`config.mk`:
```
export PLATFORM = sky130hd
export DESIGN_NAME = muldiv_sequencer
export DESIGN_NICKNAME = d
export VERILOG_FILES = /design/src/rtl/muldiv_pkg.sv /design/src/rtl/muldiv_datapath.sv /design/src/rtl/muldiv_sequencer.sv
export SDC_FILE = /design/constraint.sdc
export NUM_CORES = 1
export LEC_CHECK = 0
export BUFFER_PORTS_ARGS = -buffer_cell sky130_fd_sc_hd__buf_2
export CAP_MARGIN = 20
export CORE_ASPECT_RATIO = 1.75
export CORE_UTILIZATION = 35
export CTS_CLUSTER_SIZE = 24
export DETAILED_ROUTE_END_ITERATION = 10
export PLACE_DENSITY_LB_ADDON = 0.12
export SYNTH_ARGS = -nofsm -noshare
export SYNTH_HDL_FRONTEND = slang
export SYNTH_HIERARCHICAL = 1
export SYNTH_SLANG_ARGS = --single-unit
```
`constraint.sdc`:
```
create_clock -name clk -period 8.83 [get_ports clk]
set_clock_uncertainty 0.15 [all_clocks]
set_input_delay 0.4415 -clock clk [delete_from_list [all_inputs] [get_ports clk]]
set_output_delay 0.4415 -clock clk [all_outputs]
set_load 0.01 [all_outputs]
```
`src/rtl/muldiv_pkg.sv`:
```
// muldiv_pkg: shared types and constants for the iterative multiply/divide unit.
//   md_op_e    - operation encoding as presented on the op port
//   md_state_e - sequencer states
//   MD_WIDTH   - default operand width
package muldiv_pkg;

    localparam int MD_WIDTH = 32;

    typedef enum logic [1:0] {
        MD_MULT  = 2'b00,
        MD_MULTU = 2'b01,
        MD_DIV   = 2'b10,
        MD_DIVU  = 2'b11
    } md_op_e;

    typedef enum logic [1:0] {
        S_IDLE,
        S_PREP,
        S_ITER,
        S_FIXUP
    } md_state_e;

endpackage

```
`src/rtl/muldiv_datapath.sv`:
```
// muldiv_datapath: operand capture, abs/negate, one radix-2 multiply or
// restoring-divide step per cycle, and sign-corrected result formation.
//   clk, rst        - clock, async active-high reset
//   load_i          - capture raw operands (start accepted)
//   prep_i          - load working registers with |operands|
//   step_i          - perform one iteration step
//   op_i            - latched operation
//   src_a_i/src_b_i - raw operands
//   res_hi_o/lo_o   - final HI/LO values (valid in FIXUP)
//   div0_o          - divide with zero divisor
module muldiv_datapath
    import muldiv_pkg::*;
#(
    parameter int WIDTH = MD_WIDTH
) (
    input  logic             clk,
    input  logic             rst,
    input  logic             load_i,
    input  logic             prep_i,
    input  logic             step_i,
    input  md_op_e           op_i,
    input  logic [WIDTH-1:0] src_a_i,
    input  logic [WIDTH-1:0] src_b_i,
    output logic [WIDTH-1:0] res_hi_o,
    output logic [WIDTH-1:0] res_lo_o,
    output logic             div0_o
);

    logic [WIDTH-1:0]   a_raw_q, b_raw_q, opnd_q, rem_q;
    logic [2*WIDTH-1:0] acc_q;
    logic [WIDTH-1:0]   a_abs, b_abs, quo_fix, rem_fix;
    logic [2*WIDTH-1:0] prod_fix;
    logic [WIDTH:0]     sum, r_sh;
    logic               is_signed, is_div, sa, sb, ge;

    assign is_signed = (op_i == MD_MULT) || (op_i == MD_DIV);
    assign is_div    = (op_i == MD_DIV) || (op_i == MD_DIVU);
    assign sa        = is_signed & a_raw_q[WIDTH-1];
    assign sb        = is_signed & b_raw_q[WIDTH-1];
    assign a_abs     = sa ? -a_raw_q : a_raw_q;
    assign b_abs     = sb ? -b_raw_q : b_raw_q;
    assign div0_o    = is_div && (b_raw_q == '0);

    // Multiply: acc = {partial product, remaining multiplier bits}; add the
    // multiplicand into the upper half when the current LSB is set, then shift.
    assign sum  = {1'b0, acc_q[2*WIDTH-1:WIDTH]} + (acc_q[0] ? {1'b0, opnd_q} : '0);
    // Divide: acc lower half shifts the dividend out MSB-first and the quotient in.
    assign r_sh = {rem_q, acc_q[WIDTH-1]};
    assign ge   = r_sh >= {1'b0, opnd_q};

    assign prod_fix = (sa ^ sb) ? -acc_q : acc_q;
    assign quo_fix  = (sa ^ sb) ? -acc_q[WIDTH-1:0] : acc_q[WIDTH-1:0];
    assign rem_fix  = sa ? -rem_q : rem_q;

    always_comb begin
        if (!is_div) begin
            {res_hi_o, res_lo_o} = prod_fix;
        end else if (div0_o) begin
            // Zero divisor reports the untouched dividend in HI.
            res_hi_o = a_raw_q;
            res_lo_o = '1;
        end else begin
            res_hi_o = rem_fix;
            res_lo_o = quo_fix;
        end
    end

    always_ff @(posedge clk or posedge rst) begin
        if (rst) begin
            a_raw_q <= '0;
            b_raw_q <= '0;
            opnd_q  <= '0;
            rem_q   <= '0;
            acc_q   <= '0;
        end else if (load_i) begin
            a_raw_q <= src_a_i;
            b_raw_q <= src_b_i;
        end else if (prep_i) begin
            opnd_q <= is_div ? b_abs : a_abs;
            acc_q  <= {{WIDTH{1'b0}}, (is_div ? a_abs : b_abs)};
            rem_q  <= '0;
        end else if (step_i) begin
            if (is_div) begin
                rem_q <= ge ? WIDTH'(r_sh - {1'b0, opnd_q}) : r_sh[WIDTH-1:0];
                acc_q <= {acc_q[2*WIDTH-1:WIDTH], acc_q[WIDTH-2:0], ge};
            end else begin
                acc_q <= {sum, acc_q[WIDTH-1:1]};
            end
        end
    end

endmodule

```
`src/rtl/muldiv_sequencer.sv`:
```
// muldiv_sequencer: iterative MULT/MULTU/DIV/DIVU unit owning HI/LO.
//   clk, rst      - clock, async active-high reset
//   start, op     - launch request and operation (sampled in IDLE only)
//   src_a, src_b  - rs / rt operands
//   flush         - abort in-flight operation without committing
//   hi_we, lo_we  - MTHI/MTLO strobes with wdata (IDLE only)
//   busy          - registered, high whenever not IDLE
//   done          - one-cycle pulse when HI/LO commit
//   div0          - last committed divide had a zero divisor
//   hi, lo        - HI/LO registers
module muldiv_sequencer
    import muldiv_pkg::*;
#(
    parameter int WIDTH = MD_WIDTH
) (
    input  logic             clk,
    input  logic             rst,
    input  logic             start,
    input  logic [1:0]       op,
    input  logic [WIDTH-1:0] src_a,
    input  logic [WIDTH-1:0] src_b,
    input  logic             flush,
    input  logic             hi_we,
    input  logic             lo_we,
    input  logic [WIDTH-1:0] wdata,
    output logic             busy,
    output logic             done,
    output logic             div0,
    output logic [WIDTH-1:0] hi,
    output logic [WIDTH-1:0] lo
);

    localparam int CW = (WIDTH > 1) ? $clog2(WIDTH) : 1;

    md_state_e        state_q, state_d;
    md_op_e           op_q, op_d;
    logic [CW-1:0]    cnt_q, cnt_d;
    logic [WIDTH-1:0] hi_q, hi_d, lo_q, lo_d, res_hi, res_lo;
    logic             busy_q, busy_d, done_q, done_d;
    logic             div0_q, div0_d, div0p_q, div0p_d;
    logic             accept, prep, step, dp_div0;

    muldiv_datapath #(.WIDTH(WIDTH)) u_dp (
        .clk      (clk),
        .rst      (rst),
        .load_i   (accept),
        .prep_i   (prep),
        .step_i   (step),
        .op_i     (op_q),
        .src_a_i  (src_a),
        .src_b_i  (src_b),
        .res_hi_o (res_hi),
        .res_lo_o (res_lo),
        .div0_o   (dp_div0)
    );

    always_comb begin
        state_d = state_q;
        op_d    = op_q;
        cnt_d   = cnt_q;
        hi_d    = hi_q;
        lo_d    = lo_q;
        done_d  = 1'b0;
        div0_d  = div0_q;
        div0p_d = div0p_q;
        accept  = 1'b0;
        prep    = 1'b0;
        step    = 1'b0;
        case (state_q)
            S_IDLE: begin
                if (hi_we) hi_d = wdata;
                if (lo_we) lo_d = wdata;
                // flush squashes a same-cycle start
                if (start && !flush) begin
                    accept  = 1'b1;
                    op_d    = md_op_e'(op);
                    div0_d  = 1'b0;
                    div0p_d = 1'b0;
                    state_d = S_PREP;
                end
            end
            S_PREP: begin
                if (flush) state_d = S_IDLE;
                else begin
                    prep    = 1'b1;
                    cnt_d   = CW'(WIDTH - 1);
                    div0p_d = dp_div0;
                    state_d = S_ITER;
                end
            end
            S_ITER: begin
                if (flush) state_d = S_IDLE;
                else begin
                    step = 1'b1;
                    if (cnt_q == '0) state_d = S_FIXUP;
                    else             cnt_d   = cnt_q - CW'(1);
                end
            end
            S_FIXUP: begin
                if (flush) state_d = S_IDLE;
                else begin
                    hi_d    = res_hi;
                    lo_d    = res_lo;
                    div0_d  = div0p_q;
                    done_d  = 1'b1;
                    state_d = S_IDLE;
                end
            end
            default: state_d = S_IDLE;
        endcase
        // busy is registered from next state so it never depends on start
        // within the same cycle.
        busy_d = (state_d != S_IDLE);
    end

    always_ff @(posedge clk or posedge rst) begin
        if (rst) begin
            state_q <= S_IDLE;
            op_q    <= MD_MULT;
            cnt_q   <= '0;
            hi_q    <= '0;
            lo_q    <= '0;
            busy_q  <= 1'b0;
            done_q  <= 1'b0;
            div0_q  <= 1'b0;
            div0p_q <= 1'b0;
        end else begin
            state_q <= state_d;
            op_q    <= op_d;
            cnt_q   <= cnt_d;
            hi_q    <= hi_d;
            lo_q    <= lo_d;
            busy_q  <= busy_d;
            done_q  <= done_d;
            div0_q  <= div0_d;
            div0p_q <= div0p_d;
        end
    end

    assign busy = busy_q;
    assign done = done_q;
    assign div0 = div0_q;
    assign hi   = hi_q;
    assign lo   = lo_q;

endmodule
```
After elaboration in Yosys (flattened, before gate mapping) --
Index checks and enable logic that the tools add are counted.
Word-level totals: register bits 269, bits in latches 0, RAM bits 0, memory bits (read-only) 0, input port bits 104, output and inout bits 67, logic and storage cells 111, memories kept 0
Operators by class: $add $sub $neg 8, multipliers 0, divide/modulo/power cells 0, magnitude comparators 1, equal/unequal tests 13, shift operators 0, multiplexer cells 45, bitwise logic cells 4, reductions and logical operators 25
Operator list (count):
- $mux 32 | 19
- $mux 64 | 4
- $neg 32->32 | 4
- $pmux 32 s2 | 2
- $neg 64->64 | 1
- $add 32x33->33 | 1
- $ge 33x32->1 | 1
- $logic_not 32->1 | 1
- $sub 32x32->32 | 1
- $reduce_and 3->1 | 6
- $ne 2x2->1 const B | 8
- $mux 5 | 3
- $reduce_bool 2->1 | 6
- $pmux 5 s2 | 1
- $mux 1 | 9
- $eq 2x2->1 const B | 4
- $mux 2 | 4
- $pmux 2 s4 | 1
- $reduce_and 2->1 | 3
- $logic_not 5->1 | 1
- $sub 5x1->5 const B | 1
- $logic_not 2->1 | 2
- $pmux 1 s2 | 2
- $reduce_and 4->1 | 1
- 7 further kinds | 10

Longest topological paths before layout --
depth after elaboration 9, mapped depth 14, mapped depth without buffers 13

Cells and area by module --
The synthesis kept the hierarchy.
Modules (own cells, without submodules):
- muldiv_datapath | times used 1, cells each 1980, area an instance 15782.6 sq um
- muldiv_sequencer | times used 1, cells each 261, area an instance 3816.2 sq um

Worst setup path after synthesis --
OpenSTA, ideal clock, no wires.
kind register -> register, from register u_dp.acc_q[15], to register hi_q[30], in the netlist hi[30], setup time 0.125 ns, arrival 3.503 ns, required time 8.555 ns, path slack 5.053 ns, cell stages (with the launch flop) 13, clock period less this slack 3.777 ns, cell sequence dfrtp_1 > buf_6 > or4_4 > or4b_1 > or4_4 > or3_4 > nor2_8 > a31oi_1 > xor2_1 > nor2_1 > a21oi_1 > mux2_1 > mux2_2
Between the ends: cells in the longest elaborated chain, start to end 5
Ends and longest elaborated chain:
- start: declaration | RTL line muldiv_datapath.sv:30 | logic [2*WIDTH-1:0] acc_q;
- start signal: assignment | RTL line muldiv_datapath.sv:80 | acc_q <= {{WIDTH{1'b0}}, (is_div ? a_abs : b_abs)};
- start signal: assignment | RTL line muldiv_datapath.sv:85 | acc_q <= {acc_q[2*WIDTH-1:WIDTH], acc_q[WIDTH-2:0], ge};
- start signal: assignment | RTL line muldiv_datapath.sv:87 | acc_q <= {sum, acc_q[WIDTH-1:1]};
- $neg 64->64 | RTL line muldiv_datapath.sv:51 | assign prod_fix = (sa ^ sb) ? -acc_q : acc_q;
- $mux 64 | RTL line muldiv_datapath.sv:51
- $mux 32 | RTL line muldiv_datapath.sv:56 | if (!is_div) begin
- net res_hi[30] | RTL line muldiv_sequencer.sv:38 | logic [WIDTH-1:0] hi_q, hi_d, lo_q, lo_d, res_hi, res_lo;
- $mux 32 | RTL line muldiv_sequencer.sv:100 | if (flush) state_d = S_IDLE;
- $pmux 32 s2 | RTL line muldiv_sequencer.sv:69 | case (state_q)
- end signal: assignment | RTL line muldiv_sequencer.sv:131 | hi_q <= hi_d;
- end: declaration | RTL line muldiv_sequencer.sv:38
The timed path passes the listed nets, and every way through them passes these cells. The select of a mux whose other input is x is not followed. A chain may end at the register's enable or synchronous reset.

Worst setup path in the final report --
from register u_dp.acc_q[2], to register hi_q[29], in the netlist hi[29]
Same word-level chain as after synthesis.

==> results.md <==
Clock tree:
- The clock-pin transition on the worst setup and hold timing paths is ~0.060 ns.
- The clock reaches the later pin of the worst-skew pair after 0.64 ns.
- The master cell of the clock root buffer is sky130_fd_sc_hd__clkbuf_16.
- In this run the deepest clock path goes through 3 buffers.
- TritonCTS built the clock tree.
- In this run the number of H-tree levels came out at 1.
- The number of setup buffers added after CTS is 0.
- TritonCTS created 30 clock buffers.
- CTS saw 269 sinks.

Critical path:
- The maximum fanout encountered on the critical timing path is 7.
- The worst setup path is of the reg -> reg kind.
- The critical path's slowest cell is sky130_fd_sc_hd__nor4_1.
- Data arrives at the worst endpoint at 4.73 ns.
- In this design, the stage delay of the slowest critical-path cell is around 0.59 ns.
- The worst endpoint required time is roughly 9.2 ns.
- The startpoint class of the critical path is a flip-flop.
- The category of the worst setup path capture point is a flip-flop.
- Walking the worst path, the cells encountered are nor4_1, nor4b_4, nand4_1, nor4_2, nand2b_1, or4_4, o41ai_2, xor2_1, mux2i_1, mux2_1, mux2_2.

GRT:
- The initial antenna violation count is 0.
- The largest net degree at the start of global routing is 119.
- The first-pass GRT wire length is 111000 µm.
- The total routing usage reported by global routing is 26.0%.
- The number of global-route vias before repair was 17400.
- The overall overflow remaining after global route is 0.

Detailed routing:
- The detail route stage leaves a number of antenna-violating nets equal to 0.
- Dividing the detail-routed via count by the number of cells gives 5.60.
- The number of search-and-repair iterations in the first detailed-routing pass is 5.
- The number of DRC markers in iteration 0 is roughly 1100.
- Across all layers, the routed design uses 17500 vias.
- The number of remaining DRC errors is 0.
- The total wire length is 74400 µm.
- Dividing the detail-routed wire length by the instance count gives 23.8 µm.

Placement:
- The number of buffer cells added on primary ports is 170.
- Routability-driven placement finished with a final weighted congestion of 0.918.
- In this run, placement finished with an instance count of between 3000 and 4000.
- The half-perimeter wire length of the detailed placement result is 58300 µm.
- The placement-stage worst setup slack is roughly 4 ns.

Layout:
- The total inserted antenna cells is 0.
- Fill cells in the final layout number between 5000 and 6000.
- The final layout contains 2581 nets.
- The multi-input combinational cells in the finished layout cover a total of 12100 µm².
- The finished layout holds 3126 standard cells, fillers aside.
- The area added between synthesis and finish is 16.3%.
- Of the cells placed in the final design, the portion with a size suffix greater than 1 is 18.9%.
- Across the whole layout, storage elements account for 6740 µm².

Logic synthesis:
- The primary flip-flop cell chosen by synthesis mapping is sky130_fd_sc_hd__dfrtp_1.
- The fraction of registers with async set/reset is 100%.
- For this run, the number of Yosys warnings is 6.
- In this run, synthesis produced a sequential element count of about 270.
- The netlist uses 80 different library cells.
- The synthesized net count is 2416.
- The number of flops mapped to enable cells by yosys is 0.
- The part of the Yosys area used for sequential elements is around a third.
- Counting every instance in the synthesized netlist gives 2241.
- The average size of a mapped cell is 8.75 µm².
- The summed instance area of the synthesized netlist is 19600 µm².

Power:
- The analysis attributes to net switching a power of ~0.0028 W.
- The net switching share of the total power is 44.9%.
- The power density relative to cell area is 277 nW/µm².
- Registers are responsible for 32.6% of the overall power.
- The internal power is ~0.0035 W.
- The share of total power dissipated in combinational logic is 45.2%.
- IR analysis of the VDD net gives a maximum drop of 0.000172 V.
- Summed over all cells, the static leakage comes to between 10 and 15 nW.
- The clock network is responsible for between 20% and 30% of the overall power.

Timing:
- The worst setup slack after layout is between 4 and 5 ns.
- The accumulated negative setup slack is 0 ns.
- The total count of hold-check failures in the final report came to 0.
- Setup repair after global routing left no endpoint under its margin.
- The number of setup violations in the final report is 0.
- The relative max-transition margin is 28.5%.
- In the finished design, the share of the clock period the worst path needs comes to 49.9%.
- The number of pins exceeding their max-slew limit in the final report is 0.
- The shortest clock period the worst path allows after layout is 4.40 ns.
- The pin slew with the least headroom to its limit is approximately 1.1 ns.
- The maximum clock frequency is 227 MHz.

Outcome:
- The flow ran to the end, and the final reports show no timing, DRC or antenna violations.

Die:
- The count of pins on the block boundary is between 150 and 200.
- In this run the vertical extent of the chip is 315 µm.
- The die is around 180 µm wide.
- The floorplan step defined a die boundary enclosing 57000 µm².
- The placeable core area is 55300 µm².
- Once the floorplan was initialized, standard cells occupied about 35% of the core.
- After floorplanning, the core was divided into 114 placement rows.

Min path:
- The min-delay analysis places its worst path in the category in -> reg.

Job:
- The reported max-cap violation count is 0.
[worst max-delay path: cells and delay by family (launching register included)]
kind / cells / cell delay [ns]
XOR/XNOR: 1 / 0.18
flip-flops: 1 / 0.46
AND/OR/NAND/NOR: 6 / 2.53
multiplexers: 3 / 0.66
AO/OA/AOI/OAI: 1 / 0.26
[final timing paths]
path	end	start	slack, ns	cells past startpoint
worst min register to register	u_dp/opnd_q[2]	u_dp/opnd_q[2]	0.34	2
min in group asynchronous	hi[25]	rst	0.22	3
max in group asynchronous	u_dp/acc_q[13]	rst	6.46	4
worst max register to register	hi[29]	u_dp/acc_q[2]	4.43	11
worst max-delay path	hi[29]	u_dp/acc_q[2]	4.43	11
worst min-delay path	hi[13]	wdata[13]	0.05	3
[layer usage]
metal | up-vias | track usage (%) | routed length, µm | share of wire (%)
met3 | 142 | 2.06 | 2760 | 3.7
met5 | - | 0 | 0 | 0
met2 | 492 | 46.7 | 37700 | 51
met4 | 0 | 16.2 | 4820 | 6.5
met1 | 8538 | 29.7 | 29100 | 39
li1 | 8341 | - | - | -
[registers in the layout, indices dropped and copies added (netlist names), 2 cells and up]
name and cells:
hi 32, u_dp/acc_q 64, u_dp/a_raw_q 32, u_dp/rem_q 32, u_dp/opnd_q 32, u_dp/b_raw_q 32, cnt_q 5, lo 32
state_q 2, op_q 2
[power by group through the flow]
stage                     registers (W)  logic [W]  clock network [W]
after floorplan                 0.00185    0.00197                  0
after global placement          0.00206    0.00278                  0
after detailed placement        0.00207    0.00279                  0
after CTS                       0.00205    0.00282            0.00144
after global routing            0.00209    0.00312            0.00148
final                           0.00206    0.00285            0.00140
[cells in the mapped netlist (40+ instances only)]
cell type | count | area, µm²
sky130_fd_sc_hd__a21oi_1 | 183 | 916
sky130_fd_sc_hd__clkbuf_1 | 104 | 390
sky130_fd_sc_hd__dfrtp_1 | 269 | 6730
sky130_fd_sc_hd__ha_1 | 69 | 863
sky130_fd_sc_hd__inv_1 | 64 | 240
sky130_fd_sc_hd__mux2_2 | 167 | 1880
sky130_fd_sc_hd__mux2i_1 | 40 | 400
sky130_fd_sc_hd__nand2_1 | 232 | 871
sky130_fd_sc_hd__nor2_1 | 191 | 717
sky130_fd_sc_hd__nor3_1 | 51 | 255
sky130_fd_sc_hd__o21ai_0 | 219 | 1100
sky130_fd_sc_hd__xnor2_1 | 98 | 858
sky130_fd_sc_hd__xor2_1 | 99 | 867
[metrics by stage]
stage	hold slack (ns)	utilization, %	cell area (µm²)	total power (W)
3_5_place_dp	0.287	37.9	21000	0.00487
4_1_cts	0.0210	41.1	22700	0.00632
6_report	0.0452	41.2	22800	0.00631
3_3_place_gp	0.287	37.9	21000	0.00484
5_1_grt	0.0329	41.2	22800	0.00669
2_1_floorplan	0.292	-	19600	0.00382
[kinds of logic after synthesis]
group | synth area share (%)
mux | 13.0
simple gates | 15.8
flops | 34.3
compound gates | 19.1
fa+ha+maj | 4.61
xor+xnor | 8.80
buf+inv | 4.33
[what timing repair did]
action / CTS / global route
endpoints found under the hold margin: 195 / 0
hold buffers: 67 / 0
resized for setup: 0 / 0
[final cells by class]
| class | count | area share, % |
|---|---|---|
| sequential | 269 | 29.6 |
| tap | 696 | 3.82 |
| clock inverter | 18 | 1.12 |
| multi-input combinational | 1775 | 52.9 |
| timing repair buffer | 264 | 7.83 |
| clock buffer | 38 | 3.65 |
| inverter | 66 | 1.13 |
[cells in the final DEF, fill, tap and decap left out, types with 30 or more instances in the layout]
| cell type | instances |
|---|---|
| sky130_fd_sc_hd__dfrtp_1 | 268 |
| sky130_fd_sc_hd__a21oi_1 | 183 |
| sky130_fd_sc_hd__nand3_1 | 38 |
| sky130_fd_sc_hd__a21o_1 | 35 |
| sky130_fd_sc_hd__mux2i_1 | 40 |
| sky130_fd_sc_hd__buf_2 | 170 |
| sky130_fd_sc_hd__o21ai_0 | 219 |
| sky130_fd_sc_hd__ha_1 | 69 |
| sky130_fd_sc_hd__mux2_2 | 167 |
| sky130_fd_sc_hd__nand2_1 | 232 |
| sky130_fd_sc_hd__dlygate4sd3_1 | 67 |
| sky130_fd_sc_hd__clkbuf_16 | 30 |
| sky130_fd_sc_hd__inv_1 | 62 |
| sky130_fd_sc_hd__nor2_1 | 191 |
| sky130_fd_sc_hd__nor3_1 | 51 |
| sky130_fd_sc_hd__xnor2_1 | 98 |
| sky130_fd_sc_hd__xor2_1 | 99 |
(Power assumes the default switching activity.)
